==> src/rtl/fp_pkg.sv <==
// Shared definitions for the 12-bit floating-point converter family: field widths
// and the expander state encoding used by the RTL and its benches.
package fp_pkg;

    localparam int unsigned EXP_W = 3;
    localparam int unsigned SIG_W = 4;
    localparam int unsigned OUT_W = 12;

    // Smallest output width that holds F << (2^EXP_W - 1) plus a sign bit.
    localparam int unsigned MIN_OUT_W = SIG_W + (1 << EXP_W) - 1 + 1;

    typedef enum logic [1:0] {
        StIdle,
        StShift,
        StSign,
        StDone
    } fp_state_e;

endpackage

==> src/rtl/fp_expand.sv <==
// Sequential floating-point expander: rebuilds the two's-complement value
// (-1)^S * F * 2^E from a sign/exponent/significand triple, shifting one bit
// per cycle. Valid/ready handshakes on both the input and the output side.
module fp_expand
    import fp_pkg::*;
#(
    parameter int unsigned ExpW = EXP_W,
    parameter int unsigned SigW = SIG_W,
    parameter int unsigned OutW = OUT_W
) (
    input  logic            clk,
    input  logic            rst_n,
    input  logic            in_valid,
    output logic            in_ready,
    input  logic            s,
    input  logic [ExpW-1:0] e,
    input  logic [SigW-1:0] f,
    output logic            out_valid,
    input  logic            out_ready,
    output logic [OutW-1:0] d
);

    fp_state_e       state_q;
    logic [OutW-1:0] mag_q;
    logic [ExpW-1:0] cnt_q;
    logic            sgn_q;
    logic            out_valid_q;
    logic [OutW-1:0] d_q;

    // Only the idle state accepts a triple; anything offered while busy is ignored.
    assign in_ready  = (state_q == StIdle);
    assign out_valid = out_valid_q;
    assign d         = d_q;

    // Control FSM with the shift register, down-counter and registered outputs.
    always_ff @(posedge clk) begin
        if (!rst_n) begin
            state_q     <= StIdle;
            mag_q       <= '0;
            cnt_q       <= '0;
            sgn_q       <= 1'b0;
            out_valid_q <= 1'b0;
            d_q         <= '0;
        end else begin
            unique case (state_q)
                StIdle: begin
                    if (in_valid) begin
                        mag_q   <= OutW'(f);
                        cnt_q   <= e;
                        sgn_q   <= s;
                        // A zero exponent needs no shifting at all.
                        state_q <= (e != '0) ? StShift : StSign;
                    end
                end
                StShift: begin
                    mag_q <= mag_q << 1;
                    cnt_q <= cnt_q - ExpW'(1);
                    if (cnt_q == ExpW'(1)) begin
                        state_q <= StSign;
                    end
                end
                StSign: begin
                    // Negating zero yields zero, so F = 0 gives 0 for either sign.
                    d_q         <= sgn_q ? (~mag_q + OutW'(1)) : mag_q;
                    out_valid_q <= 1'b1;
                    state_q     <= StDone;
                end
                StDone: begin
                    if (out_ready) begin
                        out_valid_q <= 1'b0;
                        state_q     <= StIdle;
                    end
                end
                default: begin
                    state_q <= StIdle;
                end
            endcase
        end
    end

endmodule

==> config.mk <==
export PLATFORM = sky130hd
export DESIGN_NAME = fp_expand
export DESIGN_NICKNAME = d
export VERILOG_FILES = /design/src/rtl/fp_pkg.sv /design/src/rtl/fp_expand.sv
export SDC_FILE = /design/constraint.sdc
export NUM_CORES = 1
export LEC_CHECK = 0
export ABC_CLOCK_PERIOD_IN_PS = 5050
export BUFFER_PORTS_ARGS = -buffer_cell sky130_fd_sc_hd__buf_2
export CAP_MARGIN = 30
export CORE_UTILIZATION = 32
export CTS_CLUSTER_SIZE = 28
export DETAILED_ROUTE_END_ITERATION = 7
export SLEW_MARGIN = 20
export SYNTH_ARGS = -nofsm -noshare
export SYNTH_HDL_FRONTEND = slang
export SYNTH_SLANG_ARGS = --single-unit
==> constraint.sdc <==
create_clock -name clk -period 5.05 [get_ports clk]
set_clock_uncertainty 0.1 [all_clocks]
set_input_delay 1.01 -clock clk [delete_from_list [all_inputs] [get_ports clk]]
set_output_delay 1.01 -clock clk [all_outputs]
set_load 0.005 [all_outputs]
-- Word level (Yosys, flattened, before mapping)
Index checks and enable logic that the tools add are counted.
Widths: inputs -> output; s select.
- flip-flop bits (word level): 31
- bits of input ports: 12
- output and inout bits: 14
- add/subtract/negate cells: 2
- equality and inequality tests: 7
- multiplexer cells: 12
- bitwise operators: 1
- reductions and logical operators: 8
- operators with widths (operator ; number):
    $mux 12 ; 2
    $pmux 12 s2 ; 1
    $add 12x1->12 const B ; 1
    $not 12->12 ; 1
    $mux 2 ; 4
    $pmux 2 s4 ; 1
    $ne 2x2->1 const B ; 3
    $pmux 3 s2 ; 1
    $reduce_and 2->1 ; 3
    $eq 2x2->1 const B ; 2
    $reduce_bool 2->1 ; 2
    $eq 3x1->1 const B ; 1
    $mux 3 ; 1
    $reduce_and 3->1 ; 1
    $reduce_bool 3->1 ; 1
    $sub 3x1->3 const B ; 1
    $eq 2x1->1 const B ; 1
    $logic_not 2->1 ; 1
    $pmux 1 s2 ; 1
    $mux 1 ; 1

-- Logic depth before layout (Yosys ltp)
Gate-level depths: netlist of run 1.
- depth after elaboration: 4
- gate-level depth with buffers: 7

-- Worst setup path before layout of run 1
Ideal clock, no wire load.
- path type: input -> register
- start: input e[1]
- end: register state_q[1]
- setup time: 91 ps
- arrival: 1918 ps
- required time: 4859 ps
- path slack: 2941 ps
- cell stages on the path: 2
- buffers on the path: 0
- cells stage by stage: or4b_2 > a311oi_1
- cells in the longest elaborated chain, start to end: 4
- ends and longest elaborated chain (element ; RTL line ; RTL):
    start: declaration ; fp_expand.sv:16 ; input logic [ExpW-1:0] e,
    $reduce_bool 3->1 ; fp_expand.sv:52 ; state_q <= (e != '0) ? StShift : StSign;
    $mux 2 ; fp_expand.sv:52 ;
    $mux 2 ; fp_expand.sv:47 ; if (in_valid) begin
    $pmux 2 s4 ; fp_expand.sv:45 ; unique case (state_q)
    end signal: assignment ; fp_expand.sv:52 ;
    end signal: assignment ; fp_expand.sv:59 ; state_q <= StSign;
    end signal: assignment ; fp_expand.sv:66 ; state_q <= StDone;
    end: declaration ; fp_expand.sv:23 ; fp_state_e state_q;
Every way passes these cells. The select of a mux whose other input is x is not followed.
A chain may end at the register's enable or synchronous reset.

-- Worst setup path after layout of run 1
- start: register state_q[0]
- end: output in_ready
- cells in the longest elaborated chain, start to end: 1
- ends and longest elaborated chain (element ; RTL line ; RTL):
    start signal: assignment ; fp_expand.sv:38 ; state_q <= StIdle;
    start signal: assignment ; fp_expand.sv:52 ;
    start signal: assignment ; fp_expand.sv:59 ;
    $logic_not 2->1 ; fp_expand.sv:31 ; assign in_ready = (state_q == StIdle);
    end: declaration ; fp_expand.sv:14 ; output logic in_ready,
Every way passes these cells.

==> qor.txt, run 1 <==
Critical Path RT -> 3940 ps
Clk_lat worst skew -> 280 ps
Count leader, synth -> dfxtp_1
Post_cts resized -> 0
Rows -> 25
Final hold vios -> 0
FMAX -> 420.3 MHz
Post-route ant nets -> 0
Syn avg cell area -> 8.146 sq um
H-tree depth -> 2
Wire length of the first global-routing pass -> 5520 um
Outcome -> finished clean
DR vias/cell -> 4.837
Finish-stage setup viols -> 0
Clock slew at reported path FFs -> 60 ps
Util after Layout -> 0.3882
Critical Path Fanout Max -> 8
Post-route minimum period -> 2379 ps
MaxCap Viol Count -> 0
RePlAce Congestion -> 0.8076
ANT cells -> 0
Largest net degree at the start of global routing -> 26
Vias in the first global route -> 1247
Post-synth EDFFs -> 0
WS Path Type -> reg -> out
WL final -> 3349 um
Final TNS setup -> 0 ps
Post-DR wirelength/cell -> 11.83 um
Slew Limit Fails -> 0
Share of cells above drive strength 1 -> 0.1667
Via count -> 1369
Seq cells post-synth -> 31
Pwr dens -> 508.1 nW/um^2
Synth Instances -> 196
Longest Clk Path Bufs -> 2
HP Class -> reg -> reg
Design Area, Final -> 1846 sq um
Synth cell types -> 36
Arrival @ worst endpoint -> 1270 ps
Root buf cell -> clkbuf_8
Final Cycle Share -> 0.4711
Crit start category -> register
Slew Limit Headroom -> 0.3865
Share of the synthesized area in the top cell type -> 0.3887
Height of the die -> 72.64 um
Initial antenna violation count -> 0
Leading area contributor after synthesis -> dfxtp_1
CP endpoint kind -> output port
Initial Utilization -> 0.3358
Placed cell area -> 1745 sq um
Total power -> 0.0009378 W
Post-synth ARST share -> 0
Hold-fix buffers at CTS -> 0
Final net count -> 235
Synth warnings -> 0
Core Region -> 4755 sq um
Synth cell count leaders -> dfxtp_1, nor2_1, nand2_1
DRT Pass-1 Iters -> 4
P&R area growth vs syn -> 15.60%
Ports -> 26
DR iter-0 viols -> 84
Post-CTS Setup Inserts -> 0
Leakage -> 0.7417 nW
Final-layout fill cell count -> 521
Die Span X -> 72.64 um
I/O Buffers -> 25
DIE AREA -> 5276 sq um
CTS tree -> yes
Seq/Total Area, Yosys -> 0.3887
CTS Buf Count -> 5
Finished Layout Cells -> 283
DRC Markers -> 0
RSZ-0062 raised after global routing -> false
Placed insts -> 275
Maximum VDD drop -> 0.2345 mV
Synth Flop Type -> dfxtp_1
Grt ovf -> 0
GRT Total Usage -> 0.1384
HPWL after detailed placement -> 2407 um
Mapped Nets -> 216
Sink Count -> 31
Post-Syn Area -> 1597 sq um
Synth area leaders -> dfxtp_1, nor2_1, ha_1
Least-Margin Pin Slew -> 894.6 ps
==> kinds of logic after synthesis <==
| group | count (synthesis) | share of synthesized area |
|---|---|---|
| xor gates and xnor gates | 5 | 0.02743 |
| muxes | 9 | 0.05643 |
| and+or+nand+nor | 62 | 0.1756 |
| buffers and inverters | 28 | 0.07288 |
| AOI/OAI and AO/OA | 53 | 0.2163 |
| DFF | 31 | 0.3887 |
| adders and majority gates | 8 | 0.06270 |
==> state kept, by name, indices dropped and copies added, names as in the netlist <==
name	cells
out_valid	1
cnt_q	3
sgn_q	1
state_q	2
mag_q	12
d	12
==> path summary, 6_finish.rpt <==
| path | start | to | slack (ps) | depth (start not counted) |
|---|---|---|---|---|
| max | state_q[0] | in_ready | 2670 | 3 |
| min | d[11] | d[11] | 360 | 2 |
| max reg2reg | state_q[0] | cnt_q[1] | 2900 | 6 |
| min reg2reg | d[11] | d[11] | 360 | 2 |
==> power by group <==
| part | switching, W | internal [W] | total, W |
|---|---|---|---|
| logic | 0.000227 | 0.000158 | 0.000385 |
| clock network | 0.0000889 | 0.000124 | 0.000213 |
| registers | 0.0000463 | 0.000294 | 0.000340 |
==> cell type report <==
type | instances | area [sq um] | share of cell area
multi-input combinational | 137 | 859.6 | 0.4658
sequential | 31 | 620.6 | 0.3363
timing repair buffer | 25 | 125.1 | 0.06780
clock buffer | 8 | 100.1 | 0.05424
tap | 67 | 83.83 | 0.04542
inverter | 15 | 56.30 | 0.03051
==> layer usage <==
layer	global-route usage	vias up	wire, um
li1	-	719	-
met1	0.1630	625	1604
met2	0.2212	21	1546
met3	0.04282	4	143
met4	0.08279	0	55
met5	0	-	0
==> per-stage QoR <==
stage                     hold WS (ps)  setup WS, ps
after detailed placement         357.5          2657
after global placement           357.8          2674
final                            364.0          2671
after CTS                        366.5          2666
after global routing             385.8          2600
after floorplan                  357.0          2941
==> worst max-delay path, cell delays in order (launching register included) <==
cell	delay (ps)
dfxtp_1	400
inv_1	100
ha_1	310
buf_2	170
==> cell usage in the layout (no fill, tap or decap), types with 3 or more instances in the layout <==
master / synthesis / final
a21oi_1: 14 / 14
nand2b_1: 3 / 3
dfxtp_1: 31 / 31
buf_2: 3 / 25
or3_1: 3 / 3
ha_1: 8 / 8
nand2_1: 18 / 18
mux2i_1: 9 / 9
xnor2_1: 3 / 3
o21ai_0: 10 / 10
clkbuf_8: 0 / 7
inv_1: 14 / 14
a22oi_1: 8 / 8
a211oi_1: 4 / 4
o22ai_1: 5 / 5
nor2_1: 28 / 28
Note: power is estimated with default switching activity, not from simulation.
==> inputs of run 2 (changes only) <==
ABC_CLOCK_PERIOD_IN_PS = 2200   (was 5050)
clock period = 2.2 ns   (was 5.05 ns; I/O delays follow)
==> run 2 against run 1 <==
Compared with the run above: die area did not move; critical path depth is 3 higher; first-iteration DRC count is 11% lower; core utilization rose by 1.5 points; total power increased by 150%; global-route usage increased by 1.6 points.
==> qor.txt, run 2 (synthesis results as in run 1) <==
Slew Limit Headroom -> 0.5465 (+0.1600)
Post-route minimum period -> 1876 ps
Sink Count -> 31 (unchanged)
Post-CTS Setup Inserts -> 0 (unchanged)
Clk_lat worst skew -> 290 ps (about the same)
Finish-stage setup viols -> 0 (unchanged)
WS Path Type -> reg -> reg
Root buf cell -> clkbuf_8
Hold-fix buffers at CTS -> 0 (unchanged)
Final net count -> 242 (+3.0%)
Placed insts -> 282 (+2.5%)
Slew Limit Fails -> 0 (unchanged)
Die Span X -> 72.64 um (unchanged)
H-tree depth -> 2 (unchanged)
Leakage -> 0.7867 nW (+6.1%)
Max incr delay on CP -> 510 ps (+110 ps)
Critical Path Fanout Max -> 6 (-2)
Clock slew at reported path FFs -> 70 ps (about the same)
ANT cells -> 0 (unchanged)
Maximum VDD drop -> 0.3723 mV (+59%)
WL final -> 3453 um (+3.1%)
P&R area growth vs syn -> 19.98%
Initial Utilization -> 0.3358 (unchanged)
PnR worst setup slack -> 324.5 ps (-2346 ps)
Commonest cells after routing, fill and taps aside -> dfxtp_1, nor2_1, buf_2
DR iter-0 viols -> 75 (-11%)
Post-DR wirelength/cell -> 11.91 um (+0.62%)
Pre-CTS setup slack -> 321.7 ps (-2336 ps)
RePlAce Congestion -> 0.7887 (-2.3%)
Post_cts resized -> 0 (unchanged)
MaxCap Viol Count -> 0 (unchanged)
Vias in the first global route -> 1238 (-0.72%)
CTS tree -> yes
Initial antenna violation count -> 0 (unchanged)
Final hold vios -> 0 (unchanged)
FMAX -> 533.2 MHz
Longest Clk Path Bufs -> 2 (unchanged)
CTS Buf Count -> 5 (unchanged)
Pwr dens -> 1209 nW/um^2 (+140%)
DR vias/cell -> 4.721 (-2.4%)
DIE AREA -> 5276 sq um (unchanged)
RSZ-0062 raised after global routing -> false
Largest net degree at the start of global routing -> 25 (-3.8%)
Via count -> 1369 (unchanged)
HP Class -> in -> reg
Crit start category -> register
Util after Layout -> 0.4029 (+0.01474)
Rows -> 25 (unchanged)
Share of cells above drive strength 1 -> 0.1973 (+0.03064)
Grt ovf -> 0 (unchanged)
Outcome -> finished clean
HPWL after detailed placement -> 2527 um (+5.0%)
DRT Pass-1 Iters -> 4 (unchanged)
Ports -> 26 (unchanged)
Final Cycle Share -> 0.8525
Cell Chain, Critical Path -> inv_1 -> ha_1 -> or4b_1 -> nor4_1 -> mux2i_1 -> o21ai_1
Commonest non-fill, non-tap cell in the layout -> dfxtp_1
Finished Layout Cells -> 290 (+2.5%)
CP max stage cell -> or4b_1
Wire length of the first global-routing pass -> 6099 um (+10%)
I/O Buffers -> 25 (unchanged)
Least-Margin Pin Slew -> 679.6 ps (-215.1 ps)
Final TNS setup -> 0 ps (unchanged)
Height of the die -> 72.64 um (unchanged)
Post-route ant nets -> 0 (unchanged)
Core Region -> 4755 sq um (unchanged)
DRC Markers -> 0 (unchanged)
Critical Path RT -> 2290 ps (-1650 ps)
CP endpoint kind -> register
GRT Total Usage -> 0.1543 (+0.01585)
Arrival @ worst endpoint -> 1960 ps (+690 ps)
==> run 2: cell count changes in the layout (fill, tap and decap cells not counted) <==
cell	previous run	this run
clkbuf_1	1	0
clkbuf_8	7	6
bufinv_16	0	1
buf_4	0	7
clkinv_2	0	1
==> run 2: final timing paths <==
path / startpoint / endpoint / slack, ps / cells after the start
min: s / sgn_q / 320 / 3
min reg2reg: d[11] / d[11] / 360 / 2
max reg2reg: mag_q[0] / d[8] / 320 / 6
max: mag_q[0] / d[8] / 320 / 6
==> run 2: final cells by class <==
class / instances / area [sq um]
fillers: 520 / 2839
well taps: 67 / 83.83
repair buffers: 32 / 177.7
flip-flops and latches: 31 / 620.6
inverters: 15 / 56.30
clock inverters: 2 / 35.03
clock buffers: 6 / 82.58
multi-input cells: 137 / 859.6
==> run 2: where the power goes <==
group	switching [W]	internal [W]	leakage (nW)	total [W]
Clock	0.000220	0.000366	0.0612	0.000586
Sequential	0.0000898	0.000674	0.253	0.000764
Combinational	0.000555	0.000410	0.473	0.000965
==> run 2: routing by layer <==
layer / track usage / routed length (um)
met4: 0.06536 / 40
met2: 0.2305 / 1569
met5: 0 / 0
met3: 0.04144 / 96
met1: 0.2092 / 1746
==> run 2: per-stage QoR <==
stage	hold slack, ps	instance area [sq um]	power (W)
finish	319.4	1916	0.002315
global route	363.9	1916	0.002505
CTS	312.1	1916	0.002334
detailed placement	357.3	1798	0.001745
global placement	356.6	1798	0.001741
floorplan	357.0	1597	0.001466
==> run 2: worst max-delay path, delay by kind of cell, from the launching register on <==
kind                     cells  cell delay (ps)
multiplexers                 1              230
buffers and inverters        1               70
AO/OA/AOI/OAI                1               70
flip-flops                   1              360
adder cells (fa/ha/maj)      1              190
AND/OR/NAND/NOR              2              760
==> inputs of run 3 (changes only) <==
CORE_UTILIZATION = 53   (was 32)
PLACE_DENSITY = 0.76   (was default)
==> run 3 against run 2 <==
Compared with the run above: the flow now finishes with violations (design-rule violations); register-to-register slack barely moved; final area fell by 5.3%; die area fell by 39%; maximum frequency fell by 0.17%; sequential share of layout area rose by 1.8 points; total power fell by 7.6%; count of clock-buffer cells in the layout rose by 2; clock power fell by 33%; sequential power rose by 0.8%.
==> qor.txt, run 3 (synthesis results as in run 1) <==
Worst Setup EP -> d[10]
Final Cycle Share -> 0.8540 (+0.001487)
WS Path Type -> reg -> reg
Via count -> 1456 (+6.4%)
Critical Path RT -> 2350 ps (+60 ps)
MaxCap Viol Count -> 0 (unchanged)
Switching fraction of total power -> 0.4013 (+0.02778)
Die Span X -> 56.89 um (-22%)
Core Region -> 2805 sq um (-41%)
FMAX -> 532.3 MHz (-0.17%)
Final hold vios -> 0 (unchanged)
Worst Reg-to-Reg Cells -> 6 (unchanged)
Root buf cell -> clkbuf_4
I/O Buffers -> 25 (unchanged)
Wire length of the first global-routing pass -> 6175 um (+1.2%)
Multi-input gate area -> 859.6 sq um (unchanged)
Crit start category -> register
Commonest non-fill, non-tap cell in the layout -> dfxtp_1
Final-layout fill cell count -> 262 (-50%)
P_int -> 0.001281 W (-12%)
Pwr dens -> 1179 nW/um^2 (-2.4%)
Reg area -> 620.6 sq um (unchanged)
Reg-to-reg startpoint -> mag_q[1]
Finish-stage setup viols -> 0 (unchanged)
Max incr delay on CP -> 480 ps (-30 ps)
Failing checks -> design-rule violations
Leakage -> 0.7595 nW (-3.5%)
Grt ovf -> 0 (unchanged)
Height of the die -> 56.89 um (-22%)
H-tree depth -> 2 (unchanged)
CP max stage cell -> or4b_1
Final TNS setup -> 0 ps (unchanged)
HP Class -> in -> reg
Sink Count -> 31 (unchanged)
Clock slew at reported path FFs -> 110 ps (+40 ps)
Post_cts resized -> 0 (unchanged)
Cell Chain, Critical Path -> inv_1 -> ha_1 -> or4b_1 -> nor3_1 -> mux2i_1 -> o21ai_1
RSZ-0062 raised after global routing -> false
Initial antenna violation count -> 0 (unchanged)
WL final -> 3553 um (+2.9%)
DRC Markers -> 4 (+4)
P&R area growth vs syn -> 13.64%
GRT Total Usage -> 0.2528 (+0.09851)
Post-CTS Setup Inserts -> 0 (unchanged)
RR Endpoint -> d[10]
Arrival @ worst endpoint -> 2030 ps (+70 ps)
Clk_lat worst skew -> 350 ps (+60 ps)
Slew Limit Fails -> 0 (unchanged)
RePlAce Congestion -> 0.9057 (+15%)
Critical Path Fanout Max -> 5 (-1)
Util after Layout -> 0.6467 (+0.2438)
R2R Setup Slk -> 320 ps (about the same)
Final net count -> 241 (-0.41%)
Longest Clk Path Bufs -> 2 (unchanged)
Ports -> 26 (unchanged)
Switch Pwr -> 0.0008586 W (-0.70%)
DR iter-0 viols -> 76 (+1.3%)
Vias in the first global route -> 1367 (+10%)
CTS tree -> yes
Share of cells above drive strength 1 -> 0.1892 (-0.008120)
Post-route ant nets -> 0 (unchanged)
Initial Utilization -> 0.5691 (+0.2333)
DRT Pass-1 Iters -> 6 (+2)
Commonest cells after routing, fill and taps aside -> dfxtp_1, nor2_1, buf_2
Outcome -> finished with violations
Clock power frac -> 0.182 (-0.071)
Rows -> 19 (-24%)
Post-DR wirelength/cell -> 14.04 um (+18%)
DIE AREA -> 3236 sq um (-39%)
Crit path from -> mag_q[1]
DR vias/cell -> 5.755 (+22%)
HPWL after detailed placement -> 2561 um (+1.3%)
Hold-fix buffers at CTS -> 0 (unchanged)
Post-route minimum period -> 1879 ps (+3.271 ps)
Maximum VDD drop -> 0.5916 mV (+59%)
ANT cells -> 0 (unchanged)
Least-Margin Pin Slew -> 684.5 ps (+4.977 ps)
Largest net degree at the start of global routing -> 23 (-8.0%)
Combinational Power Share -> 0.458 (+0.041)
Seq pwr share -> 0.360 (+0.030)
CP endpoint kind -> register
Slew Limit Headroom -> 0.5431 (-0.003321)
CTS Buf Count -> 5 (unchanged)
==> run 3: changes by cell type in the layout (fill, tap and decap cells not counted), sizes merged <==
cell / change
buf: -1
clkinv: -1
bufinv: -1
clkbuf: +2
==> run 3: power by group through the flow <==
| stage | clock [W] | sequential, W | combinational [W] |
|---|---|---|---|
| 2_1_floorplan | 0 | 0.000762 | 0.000704 |
| 3_3_place_gp | 0 | 0.000768 | 0.000937 |
| 3_5_place_dp | 0 | 0.000778 | 0.000965 |
| 4_1_cts | 0.000393 | 0.000767 | 0.000971 |
| 5_1_grt | 0.000423 | 0.000783 | 0.00110 |
| 6_report | 0.000390 | 0.000770 | 0.000980 |
==> run 3: worst min-delay path by stage <==
stage	start	end	slack (ps)	depth (start not counted)
after floorplan	cnt_q[1]	cnt_q[1]	360	2
after global placement	d[11]	d[11]	360	2
after detailed placement	d[11]	d[11]	370	2
after CTS	s	sgn_q	250	3
after global routing	s	sgn_q	250	3
final	s	sgn_q	260	3
==> run 3: worst max-delay path, delay by kind of cell, from the launching register on <==
kind                     cells  cell delay (ps)
adder cells (fa/ha/maj)      1              180
multiplexers                 1              260
buffers and inverters        1               80
AND/OR/NAND/NOR              2              730
AO/OA/AOI/OAI                1               80
flip-flops                   1              360
==> run 3: routing by layer <==
metal / share of wire / global-route usage / vias up / routed length, um
met5: 0 / 0 / - / 0
li1: - / - / 732 / -
met3: 0.057 / 0.09447 / 5 / 201
met4: 0.016 / 0.1150 / 0 / 57
met2: 0.43 / 0.3765 / 39 / 1530
met1: 0.50 / 0.3228 / 680 / 1763
==> run 3: layout make-up <==
cell class	instances	area share
clock buffers	8	0.03793
inverters	15	0.03103
well taps	31	0.02138
repair buffers	31	0.09379
multi-input cells	137	0.4738
flip-flops and latches	31	0.3421
==> run 3: through the flow <==
step	std cells	worst slack (ps)	power [W]	cell area (sq um)	hold WS, ps
after floorplan	196	430.9	0.001466	1597	357.0
after global placement	245	385.0	0.001705	1745	357.2
after detailed placement	245	360.8	0.001744	1745	365.7
after CTS	253	330.5	0.002131	1814	254.3
after global routing	253	158.4	0.002305	1814	250.8
final	253	321.2	0.002140	1814	257.0
